<file path="config.mk">
export PLATFORM = sky130hd
export DESIGN_NAME = intel_vvp_reset_sequencer
export DESIGN_NICKNAME = d
export VERILOG_FILES = /design/src/rtl/intel_vvp_reset_sequencer.sv
export SDC_FILE = /design/constraint.sdc
export NUM_CORES = 1
export LEC_CHECK = 0
export ABC_AREA = 0
export CORE_ASPECT_RATIO = 2
export CORE_UTILIZATION = 45
export DETAILED_ROUTE_END_ITERATION = 8
export GPL_ROUTABILITY_DRIVEN = 0
export HOLD_SLACK_MARGIN = 0.06
export PLACE_DENSITY = 0.7
export SLEW_MARGIN = 5
export SYNTH_ARGS = -nofsm -noshare
export SYNTH_HDL_FRONTEND = slang
export SYNTH_SLANG_ARGS = --single-unit
</file>
<file path="constraint.sdc">
create_clock -name clk -period 4.3 [get_ports clk]
set_clock_uncertainty 0.15 [all_clocks]
set_input_delay 0.86 -clock clk [delete_from_list [all_inputs] [get_ports clk]]
set_output_delay 0.86 -clock clk [all_outputs]
set_load 0.02 [all_outputs]
</file>
<file path="src/rtl/intel_vvp_reset_sequencer.sv">
// -----------------------------------------------------------------------------
// intel_vvp_reset_sequencer
//
// Holds a bank of downstream reset domains asserted until the PLL has been
// locked for a stable period and a minimum hold time has elapsed, then
// releases the domains one at a time in index order with a fixed gap between
// releases. Loss of lock or a software reset request re-asserts every output
// and restarts the sequence. The software request is acknowledged with a
// four-phase req/ack handshake once the full hold time has been served.
//
// Ports:
//   clk         sole clock
//   rst_n       asynchronous active-low reset
//   pll_locked  PLL lock indication, asynchronous to clk
//   sw_rst_req  software reset request (level, synchronous to clk)
//   sw_rst_ack  software reset acknowledge
//   rst_out     active-high resets, bit 0 released first
//   rst_done    high once every output has been released
//   seq_state   debug: 0=ASSERT, 1=RELEASE, 2=DONE
// -----------------------------------------------------------------------------
module intel_vvp_reset_sequencer #(
    parameter int NUM_OUTPUTS = 4,
    parameter int HOLD_CYCLES = 256,
    parameter int LOCK_STABLE = 64,
    parameter int STAGE_GAP   = 16,
    parameter int SYNC_LEN    = 3
) (
    input  logic                   clk,
    input  logic                   rst_n,
    input  logic                   pll_locked,
    input  logic                   sw_rst_req,
    output logic                   sw_rst_ack,
    output logic [NUM_OUTPUTS-1:0] rst_out,
    output logic                   rst_done,
    output logic [1:0]             seq_state
);

    localparam int HOLD_W = $clog2(HOLD_CYCLES) + 1;
    localparam int LOCK_W = $clog2(LOCK_STABLE) + 1;
    localparam int GAP_W  = $clog2(STAGE_GAP - 1) + 1;
    localparam int IDX_W  = $clog2(NUM_OUTPUTS - 1) + 1;

    localparam logic [HOLD_W-1:0] HOLD_MAX = HOLD_W'(HOLD_CYCLES);
    localparam logic [LOCK_W-1:0] LOCK_MAX = LOCK_W'(LOCK_STABLE);
    localparam logic [GAP_W-1:0]  GAP_MAX  = GAP_W'(STAGE_GAP - 1);
    localparam logic [IDX_W-1:0]  IDX_LAST = IDX_W'(NUM_OUTPUTS - 1);

    localparam logic [1:0] ST_ASSERT  = 2'd0;
    localparam logic [1:0] ST_RELEASE = 2'd1;
    localparam logic [1:0] ST_DONE    = 2'd2;

    logic [SYNC_LEN-1:0]    sync_r;
    logic [1:0]             state_r,     state_nxt_s;
    logic [HOLD_W-1:0]      hold_cnt_r,  hold_cnt_nxt_s;
    logic [LOCK_W-1:0]      lock_cnt_r,  lock_cnt_nxt_s;
    logic [GAP_W-1:0]       gap_cnt_r,   gap_cnt_nxt_s;
    logic [IDX_W-1:0]       stage_idx_r, stage_idx_nxt_s;
    logic [NUM_OUTPUTS-1:0] rst_out_r,   rst_out_nxt_s;
    logic                   rst_done_r,  rst_done_nxt_s;
    logic                   ack_r,       ack_nxt_s;

    logic lock_sync_s;
    logic hold_done_s;
    logic lock_done_s;
    logic abort_s;

    assign lock_sync_s = sync_r[SYNC_LEN-1];
    assign hold_done_s = (hold_cnt_r == HOLD_MAX);
    assign lock_done_s = (lock_cnt_r == LOCK_MAX);
    // Only a running or finished sequence can be aborted; ASSERT already holds.
    assign abort_s     = (state_r != ST_ASSERT) && (!lock_sync_s || sw_rst_req);

    // Synchronise the asynchronous PLL lock into the clk domain.
    always_ff @(posedge clk or negedge rst_n) begin
        if (!rst_n) begin
            sync_r <= '0;
        end else begin
            sync_r <= {sync_r[SYNC_LEN-2:0], pll_locked};
        end
    end

    // Software acknowledge: rises once the full hold has been served while the
    // request is up, stays up with the request, drops the edge after it falls.
    always_comb begin
        ack_nxt_s = sw_rst_req && (ack_r || ((state_r == ST_ASSERT) && hold_done_s));
    end

    // Sequencer next-state, counters and output images.
    always_comb begin
        state_nxt_s     = state_r;
        hold_cnt_nxt_s  = hold_cnt_r;
        lock_cnt_nxt_s  = lock_cnt_r;
        gap_cnt_nxt_s   = gap_cnt_r;
        stage_idx_nxt_s = stage_idx_r;
        rst_out_nxt_s   = rst_out_r;
        rst_done_nxt_s  = rst_done_r;

        if (abort_s) begin
            // Abort wins over any release scheduled for the same edge.
            state_nxt_s     = ST_ASSERT;
            hold_cnt_nxt_s  = '0;
            lock_cnt_nxt_s  = '0;
            gap_cnt_nxt_s   = '0;
            stage_idx_nxt_s = '0;
            rst_out_nxt_s   = '1;
            rst_done_nxt_s  = 1'b0;
        end else begin
            case (state_r)
                ST_ASSERT: begin
                    rst_out_nxt_s  = '1;
                    rst_done_nxt_s = 1'b0;
                    hold_cnt_nxt_s = hold_done_s ? hold_cnt_r : hold_cnt_r + HOLD_W'(1);
                    if (!lock_sync_s) begin
                        lock_cnt_nxt_s = '0;
                    end else if (!lock_done_s) begin
                        lock_cnt_nxt_s = lock_cnt_r + LOCK_W'(1);
                    end else begin
                        lock_cnt_nxt_s = lock_cnt_r;
                    end
                    // Leaving also waits for ack to drop so the software
                    // handshake completes all four phases before release.
                    if (hold_done_s && lock_done_s && !sw_rst_req && !ack_r) begin
                        rst_out_nxt_s[0] = 1'b0;
                        gap_cnt_nxt_s    = '0;
                        if (NUM_OUTPUTS == 1) begin
                            state_nxt_s     = ST_DONE;
                            rst_done_nxt_s  = 1'b1;
                            stage_idx_nxt_s = '0;
                        end else begin
                            state_nxt_s     = ST_RELEASE;
                            rst_done_nxt_s  = 1'b0;
                            stage_idx_nxt_s = IDX_W'(1);
                        end
                    end else begin
                        state_nxt_s = ST_ASSERT;
                    end
                end
                ST_RELEASE: begin
                    if (gap_cnt_r == GAP_MAX) begin
                        for (int i = 0; i < NUM_OUTPUTS; i++) begin
                            rst_out_nxt_s[i] = (IDX_W'(i) == stage_idx_r) ? 1'b0 : rst_out_r[i];
                        end
                        gap_cnt_nxt_s = '0;
                        if (stage_idx_r == IDX_LAST) begin
                            state_nxt_s    = ST_DONE;
                            rst_done_nxt_s = 1'b1;
                        end else begin
                            stage_idx_nxt_s = stage_idx_r + IDX_W'(1);
                        end
                    end else begin
                        gap_cnt_nxt_s = gap_cnt_r + GAP_W'(1);
                    end
                end
                ST_DONE: begin
                    state_nxt_s = ST_DONE;
                end
                default: begin
                    // Unreachable encoding: fall back to the safe state.
                    state_nxt_s    = ST_ASSERT;
                    hold_cnt_nxt_s = '0;
                    lock_cnt_nxt_s = '0;
                    rst_out_nxt_s  = '1;
                    rst_done_nxt_s = 1'b0;
                end
            endcase
        end
    end

    // Sequencer state and registered outputs.
    always_ff @(posedge clk or negedge rst_n) begin
        if (!rst_n) begin
            state_r     <= ST_ASSERT;
            hold_cnt_r  <= '0;
            lock_cnt_r  <= '0;
            gap_cnt_r   <= '0;
            stage_idx_r <= '0;
            rst_out_r   <= '1;
            rst_done_r  <= 1'b0;
            ack_r       <= 1'b0;
        end else begin
            state_r     <= state_nxt_s;
            hold_cnt_r  <= hold_cnt_nxt_s;
            lock_cnt_r  <= lock_cnt_nxt_s;
            gap_cnt_r   <= gap_cnt_nxt_s;
            stage_idx_r <= stage_idx_nxt_s;
            rst_out_r   <= rst_out_nxt_s;
            rst_done_r  <= rst_done_nxt_s;
            ack_r       <= ack_nxt_s;
        end
    end

    assign sw_rst_ack = ack_r;
    assign rst_out    = rst_out_r;
    assign rst_done   = rst_done_r;
    assign seq_state  = state_r;

endmodule

</file>
==> impl_metrics.env, run 1 <==
export IMPL_status="completed"
export IMPL_period_share=0.631
export IMPL_grt_pass1_vias=1554
export IMPL_synth_cell_type_count=45
export IMPL_synthCells=208
export IMPL_slew_headroom=0.499
export IMPL_crit_chain="clkdlybuf4s50_1, nor4b_1, and4_1, o21ai_1, or4_1, o21ai_1"
export IMPL_cp_end_kind="register"
export IMPL_path_buf_inv=1
export IMPL_clock_power_share=0.396
export IMPL_grt_max_degree=36
export IMPL_cts_buffer_depth=2
export IMPL_crit_required_ns=4.36
export IMPL_path_common_cell="o21ai_1"
export IMPL_fmax_mhz=368
export IMPL_netlist_area_leader_share=0.394
export IMPL_core_mm2=0.00413
export IMPL_grt_total_usage=0.189
export IMPL_synthTopCellsByCount="dfrtp_1, nand2_1, inv_1, nor2_1"
export IMPL_first_iter_violations=27
export IMPL_portBuffers=11
export IMPL_power_share_sequential=0.567
export IMPL_synth_area_leaders="dfrtp_1, ha_1, dfstp_2, nand2_1, nand3_1"
export IMPL_layout_drive_gt1_share=0.106
export IMPL_hold_viol_final=0
export IMPL_crit_family="simple AND/OR/NAND/NOR gates"
export IMPL_synth_area_mm2=0.00197
export IMPL_setup_tns_ns=0
export IMPL_routedWlPerCell_um=14.2
export IMPL_cts_buffers=5
export IMPL_die_area_mm2=0.00466
export IMPL_die_x_um=48.8
export IMPL_max_stage_delay_ns=0.55
export IMPL_clkSlewWorstSetupHoldPaths_ns=0.07
export IMPL_cp_start_kind="input port"
export IMPL_drt_wl_total_um=3950
export IMPL_vdd_drop_max_mv=0.282
export IMPL_ys_seq_elements=35
export IMPL_synth_top_area_cell="dfrtp_1"
export IMPL_die_h_um=95.5
export IMPL_grt_pass1_wl_um=6710
export IMPL_drc_errors=0
export IMPL_dpl_hpwl_um=2960
export IMPL_postRouteAntennaNets=0
export IMPL_async_reset_ff_frac=1.00
export IMPL_cp_data_arrival_time_ns=2.78
export IMPL_internal_power_w=0.000454
export IMPL_pin_count=12
export IMPL_preCtsSetupSlack_ns=1.30
export IMPL_p_switching_w=0.000139
export IMPL_num_antenna_cells=0
export IMPL_rsz0062_at_grt="no"
export IMPL_cp_max_fo=12
export IMPL_initial_core_util=0.477
export IMPL_synthMostInstantiatedCell="dfrtp_1"
export IMPL_clock_root_buffer="clkbuf_8"
export IMPL_p_total_w=0.000593
export IMPL_p_leak_nw=0.975
export IMPL_ctsHtreeMaxLevel=2
export IMPL_area_delta_synth_final_pct=13.4
export IMPL_p_per_area_mw_per_mm2=266
export IMPL_overflow=0
export IMPL_ys_seq_area_frac=0.448
export IMPL_postCtsSetupRepairBufs=0
export IMPL_syn_num_nets=226
export IMPL_avgSynthCellArea_um2=9.46
export IMPL_vias_per_cell=5.75
export IMPL_antenna_found_initial=0
export IMPL_num_rows=33
export IMPL_path_class="in -> reg"
export IMPL_holdBufCountCts=0
export IMPL_cts_num_sinks=35
export IMPL_swShare=0.234
export IMPL_tightestPinTransition_ns=0.747
export IMPL_cts_repair_resized=0
export IMPL_finalWorstSetupSlack_ns=1.59
export IMPL_finalSetupViolCount=0
export IMPL_period_minus_slack_ns=2.71
export IMPL_hold_class="reg -> reg"
export IMPL_nNetsFinal=243
export IMPL_combPwrFrac=0.037
export IMPL_cts_tree="built"
export IMPL_drt_pass1_iter_count=4
export IMPL_utilization=0.540
export IMPL_clk_latency_ns=0.29
export IMPL_slowest_stage="or4_1"
export IMPL_synth_edff_count=0
export IMPL_drv_slew=0
export IMPL_synth_main_ff_cell="dfrtp_1"
export IMPL_max_cap_violations=0
export IMPL_vias=1599
export IMPL_yosys_warnings=0
==> cell type report <==
type,count,area [um2]
fill,396,1900
multi-input combinational,154,1010
sequential,35,881
timing repair buffer,12,118
clock buffer,5,68.8
tap,52,65.1
inverter,17,63.8
clock inverter,3,20.0
==> worst reg2reg max path, cell delays in order, from the launching register on <==
cell     delay (ns)
dfrtp_1        0.40
inv_1          0.13
ha_1           0.52
inv_2          0.19
o21ai_1        0.65
o21ba_2        0.25
o22a_1         0.18
==> worst paths after layout <==
path / start / to / slack [ns] / cells after the start
max: sw_rst_req / gap_cnt_r[3] / 1.59 / 6
min: sync_r[0] / sync_r[1] / 0.20 / 0
max reg2reg: seq_state[1] / stage_idx_r[0] / 1.71 / 6
min reg2reg: sync_r[0] / sync_r[1] / 0.20 / 0
max in group asynchronous: rst_n / rst_out[0] / 2.82 / 2
min in group asynchronous: rst_n / sw_rst_ack / 0.83 / 2
==> state kept, by name, indices dropped and copies added, names as in the netlist <==
name         count
rst_done         1
sw_rst_ack       1
hold_cnt_r       9
lock_cnt_r       7
sync_r           3
stage_idx_r      3
seq_state        2
rst_out          4
gap_cnt_r        5
==> per-stage QoR <==
step,cells,hold slack [ns],area [um2]
6_report,278,0.200,2230
5_1_grt,278,0.208,2230
4_1_cts,278,0.203,2230
3_5_place_dp,270,0.187,2140
3_3_place_gp,270,0.185,2140
2_1_floorplan,208,0.181,1970
==> power by group through the flow <==
stage / Sequential, W / Clock (W) / Combinational, W
final: 0.000336 / 0.000235 / 0.0000218
after detailed placement: 0.000342 / 0 / 0.0000224
after CTS: 0.000336 / 0.000243 / 0.0000227
after global placement: 0.000342 / 0 / 0.0000222
after global routing: 0.000336 / 0.000256 / 0.0000253
after floorplan: 0.000342 / 0 / 0.00000955
==> routing by layer <==
layer,track usage,wire (um)
met1,0.174,1470
met2,0.360,2190
met3,0.0303,83
met4,0.145,204
met5,0,0
==> cell usage in the layout, fill, tap and decap left out, types with 2 or more instances in the layout <==
cell             Yosys  routed
dfrtp_1             31      31
nand2_1             27      27
inv_1               16      16
nor2_1              16      16
nand3_1             14      14
o21ai_0             14      14
ha_1                14      14
clkdlybuf4s50_1      0      11
a21oi_1              8       8
a31oi_1              6       6
clkbuf_8             0       5
o31ai_1              4       4
xor2_1               4       4
dfstp_2              4       4
nor4b_2              3       3
mux2i_1              3       3
and3_1               3       3
o21ai_1              3       3
mux2_2               3       3
o211ai_1             3       3
or4_1                3       3
nor2b_1              2       2
and2_1               2       2
o22a_1               2       2
clkinvlp_4           0       2
==> kinds of logic after synthesis <==
family                     Yosys count  synth area share
xor gates and xnor gates             5            0.0222
muxes                                6            0.0324
AOI/OAI and AO/OA                   51             0.167
buffers and inverters               19            0.0369
adders and majority gates           14            0.0890
DFF                                 35             0.448
and+or+nand+nor                     78             0.205
(Power assumes the default switching activity.)
==> run 2, diff against run 1 <==
--- a/config.mk
+++ b/config.mk
@@ -11,7 +11,7 @@
 export DETAILED_ROUTE_END_ITERATION = 8
 export GPL_ROUTABILITY_DRIVEN = 0
 export HOLD_SLACK_MARGIN = 0.06
-export PLACE_DENSITY = 0.7
+export PLACE_DENSITY = 0.73
 export SLEW_MARGIN = 5
 export SYNTH_ARGS = -nofsm -noshare
 export SYNTH_HDL_FRONTEND = slang
==> constraint.sdc (replaced) <==
create_clock -name clk -period 2.2 [get_ports clk]
set_clock_uncertainty 0.15 [all_clocks]
set_input_delay 0.44 -clock clk [delete_from_list [all_inputs] [get_ports clk]]
set_output_delay 0.44 -clock clk [all_outputs]
set_load 0.02 [all_outputs]
==> run 2 against run 1 <==
  * Core utilization grew 3.4 points
  * Critical endpoint is now lock_cnt_r[6]
  * Worst setup slack got worse by 1.5 ns
  * Sequential power up 96%
  * Flip-flop and latch count is the same
  * Register-to-register slack lost 1.6 ns
  * Global-route usage up 2.7 points
  * First-iteration DRC count is 52% higher
  * Critical path depth is 1 higher
  * Sequential share of layout area down 2.3 points
  * Final cell count rose by 6.5%
  * Largest power group unchanged
  * Largest cell class unchanged
  * Combinational power grew 110%
==> impl_metrics.env, run 2 (synthesized netlist as in run 1, its figures left out) <==
export IMPL_antenna_found_initial=0
export IMPL_layout_commonest_cell="dfrtp_1"
export IMPL_routed_wl_met3_um=96
export IMPL_dr_wl_met2_um=2410
export IMPL_num_rows=33
export IMPL_clkSlewWorstSetupHoldPaths_ns=0.07
export IMPL_path_buf_inv=1
export IMPL_slowest_stage="or4b_1"
export IMPL_dpl_hpwl_um=3470
export IMPL_final_cell_mix="dfrtp_1, nand2_1, buf_4, inv_1, nor2_1"
export IMPL_die_x_um=48.8
export IMPL_postRouteAntennaNets=0
export IMPL_rsz0062_at_grt="no"
export IMPL_path_class="reg -> reg"
export IMPL_p_total_w=0.00118
export IMPL_layout_drive_gt1_share=0.172
export IMPL_tightestPinTransition_ns=0.433
export IMPL_instances_no_fill=296
export IMPL_holdBufCountCts=0
export IMPL_wl_met1_um=1630
export IMPL_grt_pass1_wl_um=7360
export IMPL_cp_max_fo=5
export IMPL_cts_num_sinks=35
export IMPL_routedWlPerCell_um=15.0
export IMPL_ctsHtreeMaxLevel=2
export IMPL_finalSetupViolCount=0
export IMPL_slew_headroom=0.711
export IMPL_grt_pass1_vias=1682
export IMPL_drt_wl_total_um=4430
export IMPL_hold_viol_final=0
export IMPL_max_cap_violations=0
export IMPL_period_minus_slack_ns=2.08
export IMPL_vdd_drop_max_mv=0.446
export IMPL_p_leak_nw=1.07
export IMPL_portBuffers=11
export IMPL_vias=1680
export IMPL_largest_reg_flops=9
export IMPL_crit_family="simple AND/OR/NAND/NOR gates"
export IMPL_utilization=0.574
export IMPL_dpl_cell_count=288
export IMPL_cts_buffer_depth=2
export IMPL_cp_start_kind="register"
export IMPL_die_area_mm2=0.00466
export IMPL_cts_buffers=5
export IMPL_clock_root_buffer="clkbuf_8"
export IMPL_drv_slew=0
export IMPL_vias_per_cell=5.68
export IMPL_clk_latency_ns=0.28
export IMPL_max_stage_delay_ns=0.47
export IMPL_period_share=0.944
export IMPL_cp_end_kind="register"
export IMPL_area_delta_synth_final_pct=20.5
export IMPL_crit_chain="inv_1, ha_2, nor2b_1, o21ai_0, and2_1, or4b_1, nand2_1"
export IMPL_grt_total_usage=0.216
export IMPL_cp_data_arrival_time_ns=2.15
export IMPL_initial_core_util=0.477
export IMPL_top_regs="hold_cnt_r x9, lock_cnt_r x7, gap_cnt_r x5"
export IMPL_p_per_area_mw_per_mm2=496
export IMPL_fmax_mhz=481
export IMPL_num_antenna_cells=0
export IMPL_status="completed"
export IMPL_nNetsFinal=261
export IMPL_cts_tree="built"
export IMPL_drt_pass1_iter_count=4
export IMPL_overflow=0
export IMPL_routed_top_layer="met4"
export IMPL_core_mm2=0.00413
export IMPL_drc_errors=0
export IMPL_pin_count=12
export IMPL_largest_register="hold_cnt_r"
export IMPL_grt_max_degree=36
export IMPL_crit_required_ns=2.27
export IMPL_first_iter_violations=41
export IMPL_die_h_um=95.5
export IMPL_hold_class="reg -> reg"
## run 2: changes by cell type in the layout (fill, tap and decap cells not counted)
| cell | change |
|---|---|
| clkinvlp_4 | -2 |
| ha_1 | -1 |
| buf_4 | +18 |
| clkbuf_1 | +1 |
| clkbuf_8 | +1 |
| ha_2 | +1 |
## run 2: power breakdown
part           switching, W  internal, W  leakage (nW)
Clock              0.000220     0.000252        0.0482
Combinational     0.0000276    0.0000189         0.564
Sequential       0.00000587     0.000651         0.456
Total              0.000254     0.000922          1.07
## run 2: routing by layer
layer	up-vias	track usage
met5	-	0
met1	811	0.199
met2	42	0.392
li1	807	-
met3	20	0.0255
met4	0	0.218
## run 2: what timing repair did
item / in CTS / in global routing
setup endpoints to repair: 0 / 5
resized for setup: 0 / 1
buffers inserted: 0 / 0
## run 2: final cells by class
type / instances / area [um2]
inverters: 17 / 63.8
clock buffers: 7 / 86.3
fillers: 385 / 1760
repair buffers: 30 / 253
clock inverters: 1 / 5.00
flip-flops and latches: 35 / 881
well taps: 52 / 65.1
multi-input cells: 154 / 1020
## run 2: metrics by stage
stage	setup WS, ns	cell area [um2]	hold slack, ns	setup TNS (ns)
floorplan	0.165	1970	-0.00559	0
global placement	-0.129	2280	0.187	-0.268
detailed placement	-0.125	2280	0.189	-0.550
CTS	0.0946	2370	0.208	0
global route	0.0244	2370	0.211	0
finish	0.123	2370	0.205	0
## run 2: worst paths after layout
kind                              start            end  slack, ns  depth (start not counted)
hold / removal                sync_r[1]      sync_r[2]       0.20                          0
max in group asynchronous         rst_n     rst_out[1]       1.14                          2
setup / recovery           seq_state[1]  lock_cnt_r[6]       0.12                          7
min in group asynchronous         rst_n   seq_state[0]       0.42                          2
hold reg to reg               sync_r[1]      sync_r[2]       0.20                          0
setup reg to reg           seq_state[1]  lock_cnt_r[6]       0.12                          7
## run 2: worst reg2reg max path, delay by kind of cell (launching register included)
| kind | cells | cell delay, ns |
|---|---|---|
| AOI/OAI and AO/OA | 1 | 0.12 |
| adders and majority gates | 1 | 0.37 |
| buffers and inverters | 1 | 0.09 |
| DFF | 1 | 0.39 |
| and+or+nand+nor | 4 | 0.90 |
==> run 3, diff against run 2 <==
--- a/config.mk
+++ b/config.mk
@@ -5,7 +5,6 @@
 export SDC_FILE = /design/constraint.sdc
 export NUM_CORES = 1
 export LEC_CHECK = 0
-export ABC_AREA = 0
 export CORE_ASPECT_RATIO = 2
 export CORE_UTILIZATION = 45
 export DETAILED_ROUTE_END_ITERATION = 8
==> results of run 3 <==
Same layout as run 2: the final DEF is identical, and so are final timing and power.
